==> src/rtl/sign_narrower.sv <==
// Narrows a signed 32-bit store value to byte/half/word, lane-replicated, with byte enables.
// Latency 1 cycle; 2-entry skid (main + skid) keeps full throughput, in_ready is registered.
module sign_narrower #(
  parameter int DATA_W = 32,
  parameter int CNT_W  = 16
) (
  input  logic              clk,
  input  logic              rst_n,
  input  logic              in_valid,
  output logic              in_ready,
  input  logic [DATA_W-1:0] in_data,
  input  logic [1:0]        in_addr,
  input  logic [1:0]        in_size,
  input  logic              in_sat,
  output logic              out_valid,
  input  logic              out_ready,
  output logic [DATA_W-1:0] out_data,
  output logic [3:0]        out_be,
  output logic              out_ovf,
  output logic              out_misalign,
  output logic [CNT_W-1:0]  ovf_count,
  input  logic              ovf_clr
);

  typedef struct packed {
    logic [DATA_W-1:0] dat;
    logic [3:0]        be;
    logic              ovf;
    logic              mis;
  } res_t;

  res_t nxt, main_q, skid_q;
  logic main_vld, skid_vld, rdy_q;
  logic fit8, fit16;
  logic [7:0]  r8;
  logic [15:0] r16;

  // In range iff every bit above the sign position matches the sign bit
  assign fit8  = (&in_data[31:7])  | ~(|in_data[31:7]);
  assign fit16 = (&in_data[31:15]) | ~(|in_data[31:15]);

  always_comb begin
    nxt = '0;
    r8  = in_data[7:0];
    r16 = in_data[15:0];
    case (in_size)
      2'd0: begin
        nxt.ovf = ~fit8;
        if (nxt.ovf && in_sat) r8 = in_data[31] ? 8'h80 : 8'h7f;
        nxt.dat = {4{r8}};
        nxt.mis = 1'b0;
        nxt.be  = 4'b0001 << in_addr;
      end
      2'd1: begin
        nxt.ovf = ~fit16;
        if (nxt.ovf && in_sat) r16 = in_data[31] ? 16'h8000 : 16'h7fff;
        nxt.dat = {2{r16}};
        nxt.mis = in_addr[0];
        nxt.be  = nxt.mis ? 4'b0000 : (in_addr[1] ? 4'b1100 : 4'b0011);
      end
      default: begin
        nxt.ovf = 1'b0;
        nxt.dat = in_data;
        nxt.mis = |in_addr;
        nxt.be  = nxt.mis ? 4'b0000 : 4'b1111;
      end
    endcase
  end

  logic in_fire, out_fire, main_free;
  assign in_fire   = in_valid & rdy_q;
  assign out_fire  = main_vld & out_ready;
  assign main_free = ~main_vld | out_ready;

  always_ff @(posedge clk or negedge rst_n) begin
    if (!rst_n) begin
      main_q   <= '0;
      skid_q   <= '0;
      main_vld <= 1'b0;
      skid_vld <= 1'b0;
      rdy_q    <= 1'b0;
    end else begin
      rdy_q <= 1'b1;
      if (main_free) begin
        // Skid is older than anything arriving now; it always drains first
        if (skid_vld) begin
          main_q   <= skid_q;
          main_vld <= 1'b1;
          skid_vld <= 1'b0;
        end else if (in_fire) begin
          main_q   <= nxt;
          main_vld <= 1'b1;
        end else begin
          main_vld <= 1'b0;
        end
      end else if (in_fire) begin
        skid_q   <= nxt;
        skid_vld <= 1'b1;
        rdy_q    <= 1'b0;
      end else begin
        rdy_q <= ~skid_vld;
      end
    end
  end

  always_ff @(posedge clk or negedge rst_n) begin
    if (!rst_n) begin
      ovf_count <= '0;
    end else if (ovf_clr) begin
      ovf_count <= '0;
    end else if (out_fire && main_q.ovf && !(&ovf_count)) begin
      ovf_count <= ovf_count + 1'b1;
    end
  end

  assign in_ready     = rdy_q;
  assign out_valid    = main_vld;
  assign out_data     = main_q.dat;
  assign out_be       = main_q.be;
  assign out_ovf      = main_q.ovf;
  assign out_misalign = main_q.mis;

endmodule

==> config.mk <==
export PLATFORM = sky130hd
export DESIGN_NAME = sign_narrower
export DESIGN_NICKNAME = d
export VERILOG_FILES = /design/src/rtl/sign_narrower.sv
export SDC_FILE = /design/constraint.sdc
export NUM_CORES = 1
export LEC_CHECK = 0
export ABC_AREA = 1
export CAP_MARGIN = 20
export CORE_MARGIN = 4
export CORE_UTILIZATION = 42
export CTS_BUF_LIST = sky130_fd_sc_hd__clkbuf_4 sky130_fd_sc_hd__clkbuf_8
export DETAILED_ROUTE_END_ITERATION = 7
export PLACE_DENSITY = 0.75
export SKIP_LAST_GASP = 1
export SYNTH_ARGS = -nofsm -noshare
export SYNTH_HDL_FRONTEND = slang
export SYNTH_SLANG_ARGS = --single-unit
==> constraint.sdc <==
create_clock -name clk -period 2.3 [get_ports clk]
set_clock_uncertainty 0.1 [all_clocks]
set_input_delay 0.46 -clock clk [delete_from_list [all_inputs] [get_ports clk]]
set_output_delay 0.46 -clock clk [all_outputs]
set_load 0.02 [all_outputs]
# [Word level (Yosys, flattened, before mapping)]
# Cells that the tools add are included.
[classes] mul=0 add_sub_neg=1 n_reduce_logical=17 n_mux=18 div=0 bitwise=12 eq_ne=1 shift=1 magnitude_cmp=0
[ops] op="38-bit 2-to-1 mux" count=2
[ops] op="38-bit case mux with 2 select lines" count=1
[ops] op="16-bit 2-to-1 mux" count=4
[ops] op="25-bit AND reduction" count=1
[ops] op="25-bit OR reduction" count=1
[ops] op="17-bit AND reduction" count=1
[ops] op="17-bit OR reduction" count=1
[ops] op="16-bit by 1-bit adder with 16-bit output (second input constant)" count=1
[ops] op="8-bit 2-to-1 mux" count=2
[ops] op="16-bit AND reduction" count=1
[ops] op="4-bit 2-to-1 mux" count=3
[ops] op="1-bit inverter" count=7
[ops] op="1-bit 2-to-1 mux" count=6
[ops] op="2-bit nonzero test" count=3
[ops] op="1-bit logical AND" count=4
[ops] op="2-bit AND reduction" count=2
[ops] op="1-bit by 2-bit << shifter with 4-bit output (first input constant)" count=1
[ops] op="1-bit bitwise OR" count=3
[ops] op="1-bit AND" count=2
[ops] op="2-bit by 1-bit equality test with 1-bit output (second input constant)" count=1
[ops] op="2-bit logical NOT" count=1
[ops] op="2-bit OR reduction" count=1
[ops] op="1-bit logical NOT" count=1
[word_totals] mem_bits_ro=0 ff_bits=95 output_inout_bits=56 ramBits=0 input_bits=42 word_cells=62 n_memories=0 latch_bits=0

# [Longest topological paths before layout]
# Gate-level depths: netlist (run 1).
[logic_depth] word_depth=9 ltp_mapped=13 mapped_depth_nobuf=13

# [Least setup slack after synthesis (run 1)]
# Ideal clock, no wire load.
[synth_path] kind="reg2reg" startpoint="register ovf_count[0]" endpoint="register ovf_count[8]" path_slack_ns=0.480 synth_period_minus_slack_ns=1.820 required_time_ns=2.080 t_arrival_ns=1.600 path_stages_with_launch=12 setup_time_ns=0.120 path_buffers=0 cell_sequence="dfrtp_1 ha_1 nand2_1 inv_1 nand2_1 nor2_2 nand3_2 nand2_4 nor3b_1 nand3_1 nand2_1 a21oi_1"
[synth_via] elab_chain_len=4 word_cells_on_any_way=7 cone_classes="add/sub (1); mux (2); reduce/logical (4)"
[synth_rtl] element="from (decl)" line_no="21" source="output logic [CNT_W-1:0] ovf_count,"
[synth_rtl] element="from (signal assigned)" line_no="112" source="ovf_count <= ovf_count + 1'b1;"
[synth_rtl] element="parallel branches: the longest is 4 deep, another holds 16-bit by 1-bit adder with 16-bit output"
# Parallel ways; which one is timed is not known. The select of a mux whose other input is x is not followed.
# A chain may end at the register's enable or synchronous reset.

# [Final worst setup path (run 1)]
[layout_path] startpoint="input in_data[16]" endpoint="register main_q, in the netlist out_data[17]"
[layout_via] elab_chain_len=9 word_cells_on_any_way=17 cone_classes="mux (5); bitwise (6); reduce/logical (6)"
[layout_rtl] element="from (decl)" line_no="11" source="input logic [DATA_W-1:0] in_data,"
[layout_rtl] element="25-bit OR reduction or 17-bit OR reduction (tied branches)" line_no="39, 40"
[layout_rtl] element="1-bit inverter (on tied branches)" line_no="39, 40"
[layout_rtl] element="1-bit bitwise OR (on tied branches)" line_no="39, 40"
[layout_rtl] element="1-bit inverter (on tied branches)" line_no="48, 55"
[layout_rtl] element="1-bit logical AND (on tied branches)" line_no="49, 56"
[layout_rtl] element="8-bit 2-to-1 mux or 16-bit 2-to-1 mux (tied branches)" line_no="49, 56"
[layout_rtl] element="38-bit case mux with 2 select lines (*)" line_no="46" source="case (in_size)"
[layout_rtl] element="38-bit 2-to-1 mux (*)" line_no="90" source="end else if (in_fire) begin"
[layout_rtl] element="38-bit 2-to-1 mux (*)" line_no="86" source="if (skid_vld) begin"
[layout_rtl] element="to (signal assigned)" line_no="87" source="main_q <= skid_q;"
[layout_rtl] element="to (signal assigned)" line_no="91" source="main_q <= nxt;"
[layout_rtl] element="to (decl)" line_no="32" source="res_t nxt, main_q, skid_q;"
# Every way passes the cells marked *; elsewhere a longest branch is shown, timed or not. The select of a mux whose other input is x is not followed.

==> flow_metrics.tcl, run 1 <==
set metrics [dict create \
    clockPowerShare_pct 25.2 \
    path_clk_slew_ps 90 \
    dieArea_sq_um 14700 \
    leakage_nw 3.46 \
    root_buffer "clkbuf_8" \
    worstPathArrival_ps 2350 \
    postRouteWirelength_mm 14.7 \
    grt_pass1_wl_mm 24.3 \
    post_cts_buffers 0 \
    fmax_mhz 460 \
    p_sw_mw 1.83 \
    crit_family "simple AND/OR/NAND/NOR gates" \
    ios 98 \
    vias_per_cell 5.13 \
    fillers 1232 \
    drv_slew 0 \
    clockBufferDepth 2 \
    insertion_delay_ps 380 \
    dpl.hpwl_mm 10.6 \
    port_buffers 97 \
    cts_buffers 9 \
    ir_drop_mv 0.407 \
    dr.first_iter.drc_count 437 \
    critPathMostFrequentCell "nand2_1" \
    ys_async_sr_fraction_pct 100 \
    total_power_mw 5.44 \
    slowest_stage "clkdlybuf4s50_1" \
    intPower_mw 3.60 \
    die_h_microns 121 \
    slew_headroom_pct 67.1 \
    seqCellArea_sq_um 2380 \
    final_layout_size_suffix_gt1_share_pct 11.1 \
    place.gp.congestion 0.965 \
    worst_path_largest_cell_delay_ps 510 \
    drtPass1Iterations 5 \
    clock-sinks 95 \
    multi_input_area_sq_um 2590 \
    synth_commonest_cells "nand2_1 (276), dfrtp_1 (95), inv_1 (77)" \
    cp_max_fo 8 \
    route.detailed.drc 0 \
    ys_ff_latch 95 \
    die_x_microns 121 \
    antenna_left 0 \
    hold_violations 0 \
    rsz0062_at_grt "false" \
    cp_cell_sequence "clkdlybuf4s50_1 -> nand2_1 -> nor2_1 -> nand2_1 -> nor2_2 -> nand2_2 -> nand3_2 -> nand2_1 -> nand3_4 -> nand4_1 -> nand2_1 -> nand2_1" \
    fin_util_pct 56.1 \
    initial_core_util_pct 42.8 \
    status "finished, final reports clean" \
    synth_warnings 0 \
    post-place-ws_ps -202 \
    area_growth_pct 31.1 \
    vias 5356 \
    fin_hold_ws_ps 381 \
    first_global_vias 4896 \
    core_area_sq_um 12600 \
    seq_area_frac_synth_pct 44.0 \
    synth_top_area_share_pct 44.0 \
    synth_area_leader_cell "dfrtp_1" \
    power_frac_comb_pct 33.5 \
    synth_area_sq_um 5400 \
    pwr-share-seq_pct 41.3 \
    hp-class "reg2reg" \
    htree_levels 3 \
    synth_cell_types 34 \
    sw_frac_of_total_pct 33.7 \
    cts_tree "yes" \
    synth_area_leaders "dfrtp_1 (44%), nand2_1 (19%), inv_1 (5.4%), nand3_1 (4.7%), a21oi_1 (4.3%)" \
    antenna_found_initial 0 \
    cts_resized 0 \
    grt_max_degree 69 \
    final_nets 911 \
    row_count 41 \
    antennaDiodeCount 0 \
    grt_usage_pct 20.8 \
    finalCriticalPeriod_ps 2170 \
    setup_viol 0 \
    fin_ws_ps 125 \
    wl_per_cell_microns 14.0 \
    required_ps 2470 \
    p_per_area_nw_per_um2 768 \
    syn-instance-count 748 \
    cp-end-kind "flop" \
    post-route-period-util_pct 94.5 \
    path_class "in2reg" \
    cp-start-kind "primary input" \
    synth_nets 791 \
    synth_edf_count 0 \
    drv_cap 0 \
    synth_area_per_cell_sq_um 7.22 \
    ys.flop_type "dfrtp_1" \
    path_buf_inv 1 \
    tns_ps 0 \
    max_slew.worst_pin.slew_ps 493 \
    grt_overflow 0 \
    synth.most_common_cell "nand2_1" \
]
## cell usage in the layout (no fill, tap or decap), drive strengths merged
cell	netlist	layout
nand2	279	279
clkdlybuf4s50	0	96
dfrtp	95	95
inv	79	80
nand3	66	66
nor2	58	58
a21oi	47	47
buf	12	43
o21ai	39	39
nand4	34	34
clkbuf	19	10
nor3	5	5
a31oi	3	3
bufinv	0	3
xor2	2	2
o21a	2	2
a211oi	2	2
or2	1	1
o31ai	1	1
nor3b	1	1
o211ai	1	1
nor4	1	1
ha	1	1
clkinvlp	0	1
clkinv	0	1
dlygate4sd3	0	1
## through the flow
step                std cells  cell area (sq um)
finish                   1045               7080
floorplan                 748               5400
global route             1045               7080
CTS                      1045               7080
global placement         1028               6820
detailed placement       1028               6820
## path summary, 6_finish.rpt
check | startpoint | to | slack (ps) | cells past startpoint
min in group asynchronous | rst_n | ovf_count[9]$_DFFE_PN0P_ | 490 | 2
max reg2reg | ovf_count[1]$_DFFE_PN0P_ | ovf_count[8]$_DFFE_PN0P_ | 530 | 12
min | skid_q[2]$_DFFE_PN0P_ | skid_q[2]$_DFFE_PN0P_ | 380 | 2
min reg2reg | skid_q[2]$_DFFE_PN0P_ | skid_q[2]$_DFFE_PN0P_ | 380 | 2
max | in_data[16] | out_data[17]$_DFFE_PN0P_ | 130 | 12
max in group asynchronous | rst_n | out_data[18]$_DFFE_PN0P_ | 1000 | 3
## cells by family (layout without fill, tap and decap cells)
logic type / count (synthesis) / after routing / share of synthesized area, %
xor gates and xnor gates: 2 / 2 / 0.325
DFF: 95 / 95 / 44.0
AOI/OAI and AO/OA: 95 / 95 / 9.85
buffers and inverters: 110 / 235 / 8.18
adders and majority gates: 1 / 1 / 0.232
and+or+nand+nor: 445 / 445 / 37.4
## registers in the layout (all words and copies together) (netlist names)
signal and cells:
in_ready 1, out_be 4, out_data 32, out_misalign 1, out_ovf 1, out_valid 1, ovf_count 16, skid_q 38
skid_vld 1
## worst min-delay path, delay by kind of cell, from the launching register on
kind	cells	cell delay, ps
flops	1	350
simple gates	2	100
## power by group through the flow
stage	Clock, mW	Combinational [mW]	Sequential [mW]
finish	1.37	1.82	2.25
detailed placement	0	1.83	2.27
global placement	0	1.81	2.27
CTS	1.40	1.84	2.25
floorplan	0	0.764	2.50
global route	1.46	2.02	2.29
## routing by layer
| layer | share of wire [%] | up-vias | routed length [microns] | track usage, % |
|---|---|---|---|---|
| li1 | - | 2656 | - | - |
| met1 | 47 | 2484 | 6910 | 30.2 |
| met2 | 44 | 190 | 6460 | 31.0 |
| met3 | 6.6 | 26 | 963 | 3.82 |
| met4 | 2.3 | 0 | 338 | 7.49 |
| met5 | 0 | - | 0 | 0 |
## final cells by class
cell class	count	share of cell area [%]
timing repair buffer	140	19.0
clock inverter	6	1.63
tap	172	3.04
clock buffer	10	1.94
multi-input combinational	543	36.6
inverter	79	4.22
sequential	95	33.6
## repair_timing
action,4_1_cts,5_1_grt
endpoints found under the setup margin,0,0
endpoints found under the hold margin,32,0
hold buffers,1,0
Power figures use the tool's default switching activity.
==> inputs of run 2 (changes only) <==
--- a/config.mk
+++ b/config.mk
@@ -7,7 +7,6 @@
 export LEC_CHECK = 0
 export ABC_AREA = 1
 export CAP_MARGIN = 20
-export CORE_MARGIN = 4
 export CORE_UTILIZATION = 42
 export CTS_BUF_LIST = sky130_fd_sc_hd__clkbuf_4 sky130_fd_sc_hd__clkbuf_8
 export DETAILED_ROUTE_END_ITERATION = 7
==> flow_metrics.tcl, run 2 (synthesis gave the netlist of run 1 again) <==
set metrics [dict create \
    dr.first_iter.drc_count 308 \
    rsz0062_at_grt "false" \
    hold_violations 0 \
    slew_headroom_pct 61.8 \
    wl_per_cell_microns 14.0 \
    setup_viol 0 \
    antenna_left 0 \
    cts_tree "yes" \
    ir_drop_mv 0.475 \
    vias_per_cell 5.04 \
    fillers 1210 \
    cp_max_fo 8 \
    port_buffers 97 \
    grt_usage_pct 23.4 \
    route.detailed.drc 0 \
    initial_core_util_pct 43.0 \
    final_nets 911 \
    insertion_delay_ps 390 \
    drtPass1Iterations 5 \
    stdcell_count 1044 \
    postRouteWirelength_mm 14.6 \
    row_count 41 \
    clockBufferDepth 2 \
    cp-start-kind "primary input" \
    place_area_sq_um 6820 \
    final_layout_size_suffix_gt1_share_pct 11.0 \
    dpl.hpwl_mm 10.6 \
    worst_path_largest_cell_delay_ps 530 \
    post_cts_buffers 0 \
    vias 5262 \
    post-route-period-util_pct 91.7 \
    clock-sinks 95 \
    crit_family "simple AND/OR/NAND/NOR gates" \
    cp_cell_sequence "clkdlybuf4s50_1 -> nand2_1 -> nor2_1 -> nand2_1 -> nor2_2 -> nand2_2 -> nand3_2 -> nand2_1 -> nand3_4 -> nand4_1 -> nand2_1 -> nand2_1" \
    stdcell_area_sq_um 7040 \
    status "finished, final reports clean" \
    place.gp.congestion 0.892 \
    area_growth_pct 30.4 \
    core_area_sq_um 12600 \
    layout_common_cells "nand2_1 (275), clkdlybuf4s50_1 (96), dfrtp_1 (95), inv_1 (77), nor2_1 (53)" \
    max_slew.worst_pin.slew_ps 573 \
    first_global_vias 4799 \
    critPathMostFrequentCell "nand2_1" \
    ios 98 \
    cts_buffers 9 \
    largest_reg_flops 38 \
    final_common_cell "nand2_1" \
    dieArea_sq_um 13300 \
    path_class "in2reg" \
    drv_slew 0 \
    die_x_microns 115 \
    leakage_nw 3.45 \
    p_per_area_nw_per_um2 753 \
    placed_cells 1028 \
    drv_cap 0 \
    worstPathArrival_ps 2280 \
    hp-class "reg2reg" \
    top_register "skid_q" \
    finalCriticalPeriod_ps 2110 \
    cp-end-kind "flop" \
    slowest_stage "clkdlybuf4s50_1" \
    path_buf_inv 1 \
    htree_levels 3 \
    grt_pass1_wl_mm 23.8 \
    antennaDiodeCount 0 \
    fmax_mhz 474 \
    required_ps 2470 \
    die_h_microns 115 \
    grt_overflow 0 \
    antenna_found_initial 0 \
    grt_max_degree 69 \
    path_clk_slew_ps 80 \
    root_buffer "clkbuf_8" \
]
==> run 2: final cells by class <==
| type | count | area (sq um) | area share, % |
|---|---|---|---|
| sequential | 95 | 2380 | 33.8 |
| tap | 172 | 215 | 3.06 |
| timing repair buffer | 140 | 1340 | 19.1 |
| clock buffer | 11 | 145 | 2.06 |
| multi-input combinational | 543 | 2590 | 36.8 |
| inverter | 79 | 299 | 4.25 |
| clock inverter | 4 | 70.1 | 0.995 |
==> run 2: worst paths after layout <==
kind,slack [ps],cells after the start,endpoint,from
worst max-delay path,190,12,out_data[18]$_DFFE_PN0P_,in_data[15]
worst min-delay path,380,2,skid_q[2]$_DFFE_PN0P_,skid_q[2]$_DFFE_PN0P_
worst max register to register,510,12,ovf_count[8]$_DFFE_PN0P_,ovf_count[1]$_DFFE_PN0P_
worst min register to register,380,2,skid_q[2]$_DFFE_PN0P_,skid_q[2]$_DFFE_PN0P_
max in group asynchronous,950,3,out_data[9]$_DFFE_PN0P_,rst_n
min in group asynchronous,490,2,ovf_count[3]$_DFFE_PN0P_,rst_n
==> run 2: worst min-delay path, stage by stage, from the launching register on <==
cell	delay [ps]
dfrtp_1	350
nand2_1	60
nand2_1	50
==> run 2: routing by layer <==
metal  GRT usage (%)  routed length, microns  share of wire, %
met5               0                       0                 0
met4            11.5                     425               2.9
met3            3.74                     791               5.4
met2            34.4                    6390                44
met1            33.5                    7040                48
==> run 2: metrics by stage <==
step / hold slack [ps] / total power, mW / setup TNS (ps) / setup WS (ps) / utilization, %
finish: 381 / 5.30 / 0 / 190 / 56.0
detailed placement: 364 / 4.11 / -7860 / -187 / 54.2
global placement: 355 / 4.09 / -8470 / -236 / 54.2
CTS: 383 / 5.35 / 0 / 220 / 56.0
floorplan: 64.4 / 3.27 / 0 / 480 / -
global route: 395 / 5.63 / 0 / 10.7 / 56.0
==> run 2: timing repair <==
action / CTS / global route
gates resized for setup: 0 / 0
hold buffers: 1 / 0
hold endpoints to repair: 37 / 0
==> run 2: power by group <==
part / internal [mW] / switching (mW)
Combinational: 0.790 / 1.04
Clock: 0.645 / 0.584
Sequential: 2.06 / 0.194
Total: 3.49 / 1.81
